### src/rtl/mdu_pkg.sv
// Shared types and constants for the iterative multiply/divide unit.
// Purely declarative: no latency, no flow control.
package mdu_pkg;
    localparam int ITER_COUNT = 32;
    localparam int CNT_W      = 6;

    typedef enum logic [2:0] {
        IDLE = 3'd0,
        MULT = 3'd1,
        DIV  = 3'd2,
        FIX  = 3'd3,
        DONE = 3'd4
    } state_t;
endpackage

### src/rtl/addsub33.sv
// Combinational adder/subtractor shared by the Booth and restoring steps.
// Zero latency; no flow control.
module addsub33 #(
    parameter int W = 33
) (
    input  logic [W-1:0] a,
    input  logic [W-1:0] b,
    input  logic         sub,
    output logic [W-1:0] y
);
    assign y = sub ? (a - b) : (a + b);
endmodule

### src/rtl/mult_div.sv
// Signed radix-2 Booth multiply / restoring divide, one add/sub per cycle; done in cycle 33 (mult), 34 (div), 1 (div by 0).
// No backpressure: start pulses outside IDLE are dropped, results hold until the next completion.
module mult_div
    import mdu_pkg::*;
#(
    parameter int WIDTH = 32
) (
    input  logic             clk,
    input  logic             reset,
    input  logic             MULT_on,
    input  logic             DIV_on,
    input  logic [WIDTH-1:0] A_in,
    input  logic [WIDTH-1:0] B_in,
    output logic [WIDTH-1:0] Hi_out,
    output logic [WIDTH-1:0] Lo_out,
    output logic             busy,
    output logic             done,
    output logic             dzero
);
    localparam int AW = WIDTH + 1;

    state_t             state_q, state_d;
    logic [CNT_W-1:0]   cnt_q, cnt_d;
    logic [AW-1:0]      acc_q, acc_d;
    logic [WIDTH-1:0]   q_q, q_d;
    logic               qm1_q, qm1_d;
    logic [AW-1:0]      m_q, m_d;
    logic               sign_a_q, sign_a_d;
    logic               sign_b_q, sign_b_d;
    logic [WIDTH-1:0]   hi_q, hi_d;
    logic [WIDTH-1:0]   lo_q, lo_d;
    logic               dzero_q, dzero_d;

    logic [AW-1:0]      add_a, add_b, add_y, r_shift, booth_sum;
    logic               add_sub;
    logic [WIDTH-1:0]   a_mag, b_mag;
    logic               last_step;

    assign a_mag     = A_in[WIDTH-1] ? -A_in : A_in;
    assign b_mag     = B_in[WIDTH-1] ? -B_in : B_in;
    assign r_shift   = {acc_q[WIDTH-1:0], q_q[WIDTH-1]};
    assign last_step = (cnt_q == CNT_W'(ITER_COUNT - 1));

    always_ff @(posedge clk) begin
        if (!reset) begin
            state_q  <= IDLE;
            cnt_q    <= '0;
            acc_q    <= '0;
            q_q      <= '0;
            qm1_q    <= 1'b0;
            m_q      <= '0;
            sign_a_q <= 1'b0;
            sign_b_q <= 1'b0;
            hi_q     <= '0;
            lo_q     <= '0;
            dzero_q  <= 1'b0;
        end else begin
            state_q  <= state_d;
            cnt_q    <= cnt_d;
            acc_q    <= acc_d;
            q_q      <= q_d;
            qm1_q    <= qm1_d;
            m_q      <= m_d;
            sign_a_q <= sign_a_d;
            sign_b_q <= sign_b_d;
            hi_q     <= hi_d;
            lo_q     <= lo_d;
            dzero_q  <= dzero_d;
        end
    end

    always_comb begin
        state_d = state_q;
        case (state_q)
            IDLE: begin
                if (DIV_on)       state_d = (B_in == '0) ? DONE : DIV;
                else if (MULT_on) state_d = MULT;
            end
            MULT:    if (last_step) state_d = DONE;
            DIV:     if (last_step) state_d = FIX;
            FIX:     state_d = DONE;
            DONE:    state_d = IDLE;
            default: state_d = IDLE;
        endcase
    end

    // Divide uses the adder for the trial subtract; multiply picks add/sub from the Booth pair.
    always_comb begin
        add_a   = acc_q;
        add_b   = m_q;
        add_sub = 1'b0;
        if (state_q == DIV) begin
            add_a   = r_shift;
            add_sub = 1'b1;
        end else if ({q_q[0], qm1_q} == 2'b10) begin
            add_sub = 1'b1;
        end
    end

    addsub33 #(.W(AW)) u_addsub (
        .a   (add_a),
        .b   (add_b),
        .sub (add_sub),
        .y   (add_y)
    );

    assign booth_sum = (q_q[0] ^ qm1_q) ? add_y : acc_q;

    always_comb begin
        cnt_d    = cnt_q;
        acc_d    = acc_q;
        q_d      = q_q;
        qm1_d    = qm1_q;
        m_d      = m_q;
        sign_a_d = sign_a_q;
        sign_b_d = sign_b_q;
        hi_d     = hi_q;
        lo_d     = lo_q;
        dzero_d  = 1'b0;
        case (state_q)
            IDLE: begin
                cnt_d = '0;
                if (DIV_on) begin
                    if (B_in != '0) begin
                        acc_d    = '0;
                        q_d      = a_mag;
                        m_d      = {1'b0, b_mag};
                        sign_a_d = A_in[WIDTH-1];
                        sign_b_d = B_in[WIDTH-1];
                    end else begin
                        dzero_d = 1'b1;
                    end
                end else if (MULT_on) begin
                    acc_d = '0;
                    q_d   = B_in;
                    qm1_d = 1'b0;
                    m_d   = {A_in[WIDTH-1], A_in};
                end
            end
            MULT: begin
                acc_d = {booth_sum[AW-1], booth_sum[AW-1:1]};
                q_d   = {booth_sum[0], q_q[WIDTH-1:1]};
                qm1_d = q_q[0];
                cnt_d = cnt_q + CNT_W'(1);
                if (last_step) begin
                    hi_d = acc_d[WIDTH-1:0];
                    lo_d = q_d;
                end
            end
            DIV: begin
                cnt_d = cnt_q + CNT_W'(1);
                if (add_y[AW-1]) begin
                    acc_d = r_shift;
                    q_d   = {q_q[WIDTH-2:0], 1'b0};
                end else begin
                    acc_d = add_y;
                    q_d   = {q_q[WIDTH-2:0], 1'b1};
                end
            end
            FIX: begin
                lo_d = (sign_a_q ^ sign_b_q) ? -q_q : q_q;
                hi_d = sign_a_q ? -acc_q[WIDTH-1:0] : acc_q[WIDTH-1:0];
            end
            default: ;
        endcase
    end

    always_comb begin
        busy   = (state_q != IDLE);
        done   = (state_q == DONE);
        dzero  = dzero_q;
        Hi_out = hi_q;
        Lo_out = lo_q;
    end
endmodule

### config.mk
export PLATFORM = sky130hd
export DESIGN_NAME = mult_div
export DESIGN_NICKNAME = d
export VERILOG_FILES = /design/src/rtl/mdu_pkg.sv /design/src/rtl/addsub33.sv /design/src/rtl/mult_div.sv
export SDC_FILE = /design/constraint.sdc
export NUM_CORES = 1
export LEC_CHECK = 0
export ABC_CLOCK_PERIOD_IN_PS = 5300
export CORE_ASPECT_RATIO = 0.75
export CORE_MARGIN = 5
export CORE_UTILIZATION = 45
export CTS_BUF_LIST = sky130_fd_sc_hd__clkbuf_8
export DETAILED_ROUTE_END_ITERATION = 8
export GPL_ROUTABILITY_DRIVEN = 0
export MAX_ROUTING_LAYER = met4
export PLACE_DENSITY_LB_ADDON = 0.12
export SYNTH_ARGS = -nofsm -noshare
export SYNTH_HDL_FRONTEND = slang
export SYNTH_SLANG_ARGS = --single-unit
### constraint.sdc
create_clock -name clk -period 5.3 [get_ports clk]
set_input_delay 0.53 -clock clk [delete_from_list [all_inputs] [get_ports clk]]
set_output_delay 0.53 -clock clk [all_outputs]
set_load 0.05 [all_outputs]
# Word-level counts from Yosys, hierarchy flattened
# Index checks and enable logic that the tools add are counted.
# op_classes
add_sub_neg	7
n_eq_ne	13
n_mux	37
bitwise	2
n_reduce_logical	17
# op_table
op	count
2-to-1 mux 33 bit	10
2-to-1 mux 32 bit	9
negation 32 bit	4
one-hot mux 32 bit (2 select lines)	2
one-hot mux 33 bit (3 select lines)	1
one-hot mux 32 bit (3 select lines)	1
adder 33 bit	1
subtractor 33 bit	1
logical NOT 32 bit	1
nonzero test 32 bit	1
AND reduction 3 bit	6
2-to-1 mux 3 bit	5
one-hot mux 3 bit (4 select lines)	1
one-hot mux 6 bit (2 select lines)	1
!= test 2 bit (second input constant)	4
nonzero test 2 bit	4
adder 6 x 1 -> 6 bit (second input constant)	1
== test 3 x 2 -> 1 bit (second input constant)	2
== test 6 x 5 -> 1 bit (second input constant)	1
2-to-1 mux 1 bit	6
!= test 3 bit (second input constant)	2
nonzero test 3 bit	2
== test 3 x 1 -> 1 bit (second input constant)	1
== test 3 bit (second input constant)	1
7 further kinds	8
# word_totals
register_bits	175
input_bits	68
elab_cells	87

# Depth between registers and ports, before layout
# depth
depth_word	7
mapped_depth	20
ltp_nobuf	18

# Hierarchy
# From an unflattened synthesis, not the netlist that was laid out.
# hier_totals
cells_unflattened	2021
hier_area_um2	14571.5
# by_module_without_submodules
mod	n_inst	cells_per_inst	area_per_inst_um2	seq_area_each_um2
mult_div	1	1667	12119.1	3503.4
addsub33	1	354	2452.4	0.0

# Worst setup path before layout
# Ideal clock, no wire load.
# synth_timing
path_kind	register to register
start	reg m_q[4], in the netlist add_b[4]
end	reg acc_q[12]
arrival_time_ps	4472
required_ps	5166
setup_slack_ps	695
path_stages_with_launch	17
n_path_buf	2
period_less_slack_ps	4605
path_cell_list	dfxtp_1 or4_4 nor3_1 nand3_1 or4_1 o21ai_0 xor2_1 ha_1 clkbuf_1 nand3_1 nor4_1 nand4_1 a31o_2 nor3_4 buf_4 mux2i_1 o22ai_1
# synth_via
elab_chain_cells	4
elab_cells_between_ends	6
cone_classes	add/sub: 2; mux: 4
# synth_rtl
element	line_no	text
from (decl)	mult_div.sv:27	logic [AW-1:0] m_q, m_d;
from (signal assigned)	mult_div.sv:63	m_q <= m_d;
adder 33 bit / subtractor 33 bit (equally long branches)	addsub33.sv:11	assign y = sub ? (a - b) : (a + b);
2-to-1 mux 33 bit (*)	addsub33.sv:11	
2-to-1 mux 33 bit, on equally long branches	mult_div.sv:152, mult_div.sv:107	
one-hot mux 33 bit (3 select lines) (*)	mult_div.sv:120	case (state_q)
to (signal assigned)	mult_div.sv:48	acc_q <= '0;
to (signal assigned)	mult_div.sv:60	acc_q <= acc_d;
to (decl)	mult_div.sv:24	logic [AW-1:0] acc_q, acc_d;
# Mark *: on every way between the ends. The rest lies on a longest branch, timed or not.
# A chain may end at the register's enable or synchronous reset.

# Worst setup path after layout
# layout_timing
start	reg m_q[4], in the netlist add_b[4]
end	reg acc_q[10]
# The elaborated chain is that of the path after synthesis.

==> flow_metrics.env <==
export IMPL_status="finished, final reports clean"
export IMPL_fmax_mhz=203.6
export IMPL_path_max_fanout=35
export IMPL_internal_power_mw=4.453
export IMPL_drtAntennaViolNets=0
export IMPL_max_slew_margin_rel=0.3378
export IMPL_final_hold_viol_count=0
export IMPL_slowest_stage="or4_4"
export IMPL_die_w_um=215.9
export IMPL_tritoncts="yes"
export IMPL_pwr_density_cell_nw_per_um2=603.4
export IMPL_syn_area_per_cell_um2=7.234
export IMPL_cp_data_arrival_time_ns=5.30
export IMPL_ys_types=84
export IMPL_synth_seq_cells=175
export IMPL_cts_root_buf="clkbuf_8"
export IMPL_core_um2=31320
export IMPL_yosysSeqAreaShare=0.2449
export IMPL_gr_usage_all_layers=0.2806
export IMPL_r2r_start="add_b[4]"
export IMPL_cpPeakStageDelay_ns=0.60
export IMPL_setup_worst_path_end="acc_q[10]"
export IMPL_rows=56
export IMPL_clkLatencyLatePin_ns=0.49
export IMPL_post_route_period_util=0.9266
export IMPL_post_route_cell_area_um2=16150
export IMPL_hold_class="flop to flop"
export IMPL_avgRoutedWirePerCell_um=21.01
export IMPL_seq_area_um2=3503
export IMPL_drt_pass1_iter_count=6
export IMPL_startpoint_type="flop"
export IMPL_ys_async_sr_fraction=0
export IMPL_htree_levels=4
export IMPL_pwr_share_clk=0.106
export IMPL_cp_top_family="simple AND/OR/NAND/NOR gates"
export IMPL_path_clk_slew_ns=0.11
export IMPL_crit_top_cell="nand3_1"
export IMPL_grt_overflow=0
export IMPL_grt_max_degree=81
export IMPL_ctsResizeCount=0
export IMPL_initialDrtViolationCount=1837
export IMPL_endpoint_kind="flop"
export IMPL_ios=135
export IMPL_fin_crit_ns=4.911
export IMPL_reg2reg_to="acc_q[10]"
export IMPL_multiInputGateArea_um2=9987
export IMPL_crit_start="add_b[4]"
export IMPL_postPlaceCellArea_um2=15740
export IMPL_vias=15008
export IMPL_dpl_hpwl_um=37630
export IMPL_ys_warn_count=0
export IMPL_ir_worst_vdd_uv=447.2
export IMPL_drv_cap=0
export IMPL_worstPathCellList="or4_4 > nor3_1 > buf_4 > nand3_1 > or4_1 > o21ai_0 > xor2_1 > ha_1 > nand3_1 > nor4_1 > nand4_1 > a31o_2 > nor3_4 > buf_12 > mux2_2 > o22ai_1"
export IMPL_critical_path_class="flop to flop"
export IMPL_setup_viol=0
export IMPL_syn_nets=2085
export IMPL_synth_top_area_frac=0.2449
export IMPL_num_fill_cells=3076
export IMPL_clkSinkCount=175
export IMPL_initial_utilization=0.4567
export IMPL_syn_inst=1977
export IMPL_wirelength_um=50610
export IMPL_layout_drive_gt1_share=0.05245
export IMPL_worstPathRequired_ns=5.68
export IMPL_setup_tns_final_ns=0
export IMPL_post_cts_buffers=0
export IMPL_die_y_um=164.4
export IMPL_p_leak_nw=6.255
export IMPL_drc_errors=0
export IMPL_cts_buffers=17
export IMPL_synth_area_um2=14300
export IMPL_die_area_um2=35490
export IMPL_reg2reg_slack_ns=0.39
export IMPL_hold_start="Lo_out[15]"
export IMPL_rsz0062_at_grt="no"
export IMPL_area_growth_pct=12.95
export IMPL_nets=2097
export IMPL_grt_pass1_wl_um=76910
export IMPL_vias_per_cell=6.230
export IMPL_synth_area_leaders="dfxtp_1, nand2_1, xor2_1"
export IMPL_r2r_cells=16
export IMPL_synth_edff_count=0
export IMPL_holdBufCountCts=0
export IMPL_cp_depth=16
export IMPL_p_sw_mw=5.294
export IMPL_combPwrFrac=0.670
export IMPL_synth_flop_cell="dfxtp_1"
export IMPL_antenna_found_initial=2
export IMPL_power_frac_seq=0.224
export IMPL_synth_top_area_cell="dfxtp_1"
export IMPL_maxSlewViolCount=0
export IMPL_port_buffers=134
export IMPL_cts_buffer_depth=2
export IMPL_first_global_vias=13037
export IMPL_finish_utilization=0.5158
export IMPL_swShare=0.5431
export IMPL_critPathBufInv=2
export IMPL_clock_skew_ns=0.02916
export IMPL_worst_pin_slew_ns=0.9900
==> cells in the mapped netlist (5+ instances only) <==
library cell  instances
a211oi_1             59
a21o_1               22
a21oi_1             139
a221oi_1             27
a222oi_1              7
a22oi_1              16
a311oi_1             24
a31oi_1              19
and2_1               11
and3_1               21
buf_1                10
buf_2                11
clkbuf_1            146
dfxtp_1             175
ha_1                 39
inv_1                37
mux2_2               13
mux2i_1              52
nand2_1             280
nand2b_1             15
nand3_1              26
nand4_1               6
nor2_1              206
nor2b_1              11
nor3_1               39
nor3b_1               8
nor4_1               14
o211a_1               7
o211ai_1             23
o21a_1                5
o21ai_0             127
o22ai_1              29
o2bb2ai_1             7
o31ai_1              41
o41ai_1              16
or3_1                17
or4_1                21
xnor2_1              65
xor2_1              105
==> power groups by stage <==
stage | combinational [mW] | clock, mW | sequential, mW
floorplan | 4.68 | 0 | 2.00
global placement | 6.24 | 0 | 2.17
detailed placement | 6.31 | 0 | 2.19
CTS | 6.34 | 1.04 | 2.15
global route | 7.06 | 1.09 | 2.23
finish | 6.53 | 1.03 | 2.18
==> per-stage QoR <==
| step | hold WS [ns] | std cells | power, mW | setup WS, ns |
|---|---|---|---|---|
| floorplan | 0.4503 | 1977 | 6.678 | 0.6946 |
| global placement | 0.4670 | 2376 | 8.409 | 0.6139 |
| detailed placement | 0.4779 | 2376 | 8.499 | 0.5005 |
| CTS | 0.4918 | 2408 | 9.534 | 0.4873 |
| global route | 0.5141 | 2409 | 10.38 | 0.06235 |
| finish | 0.4889 | 2409 | 9.747 | 0.3889 |
==> worst min-delay path by stage <==
stage                 end  slack, ns  depth (start not counted)
2_1_floorplan    add_b[1]       0.45                          2
3_3_place_gp     add_b[1]       0.47                          2
3_5_place_dp     add_b[1]       0.48                          2
4_1_cts          add_b[1]       0.49                          2
5_1_grt         Lo_out[2]       0.51                          2
6_report       Lo_out[15]       0.49                          2
==> flip-flops by register name (all words and copies together) (netlist names) <==
signal,cells
Hi_out,32
Lo_out,32
acc_q,33
add_b,33
cnt_q,6
dzero,1
q_q,32
qm1_q,1
sign_a_q,1
sign_b_q,1
state_q,3
==> worst register-to-register path: cells and delay by family (launching register included) <==
| kind | cells | cell delay, ns |
|---|---|---|
| fa+ha+maj | 1 | 0.44 |
| buf+inv | 2 | 0.44 |
| flops | 1 | 0.37 |
| compound gates | 3 | 0.64 |
| xor+xnor | 1 | 0.13 |
| simple gates | 8 | 2.40 |
| mux | 1 | 0.39 |
==> routing by layer <==
layer | vias up | track usage | wire length, µm
li1 | 7229 | - | -
met1 | 7047 | 0.4299 | 25100
met2 | 682 | 0.3615 | 19670
met3 | 50 | 0.07422 | 5112
met4 | 0 | 0.05990 | 728
met5 | - | - | 0
==> layout by cell type, fill, tap and decap left out, types with 23 or more instances in the layout <==
cell / count
nand2_1: 278
nor2_1: 206
dfxtp_1: 175
a21oi_1: 139
clkdlybuf4s50_1: 132
o21ai_0: 127
xor2_1: 105
xnor2_1: 65
a211oi_1: 59
mux2i_1: 52
o31ai_1: 41
nor3_1: 39
ha_1: 39
inv_1: 38
buf_4: 30
o22ai_1: 29
a221oi_1: 27
nand3_1: 26
a311oi_1: 24
o211ai_1: 23
==> logic make-up after synthesis <==
family	count (synthesis)	share of synthesized area
and+or+nand+nor	698	0.2223
AOI/OAI and AO/OA	618	0.2888
buffers and inverters	211	0.05774
DFF	175	0.2449
xor gates and xnor gates	170	0.1041
muxes	65	0.04663
adders and majority gates	40	0.03552
==> final cells by class <==
cell class / instances / area share
repair buffers: 165 / 0.09852
clock inverters: 13 / 0.009449
clock buffers: 19 / 0.01619
diodes: 1 / 0.0001549
flip-flops and latches: 175 / 0.2169
inverters: 39 / 0.009140
well taps: 406 / 0.03145
multi-input cells: 1591 / 0.6182
Power figures use the tool's default switching activity.
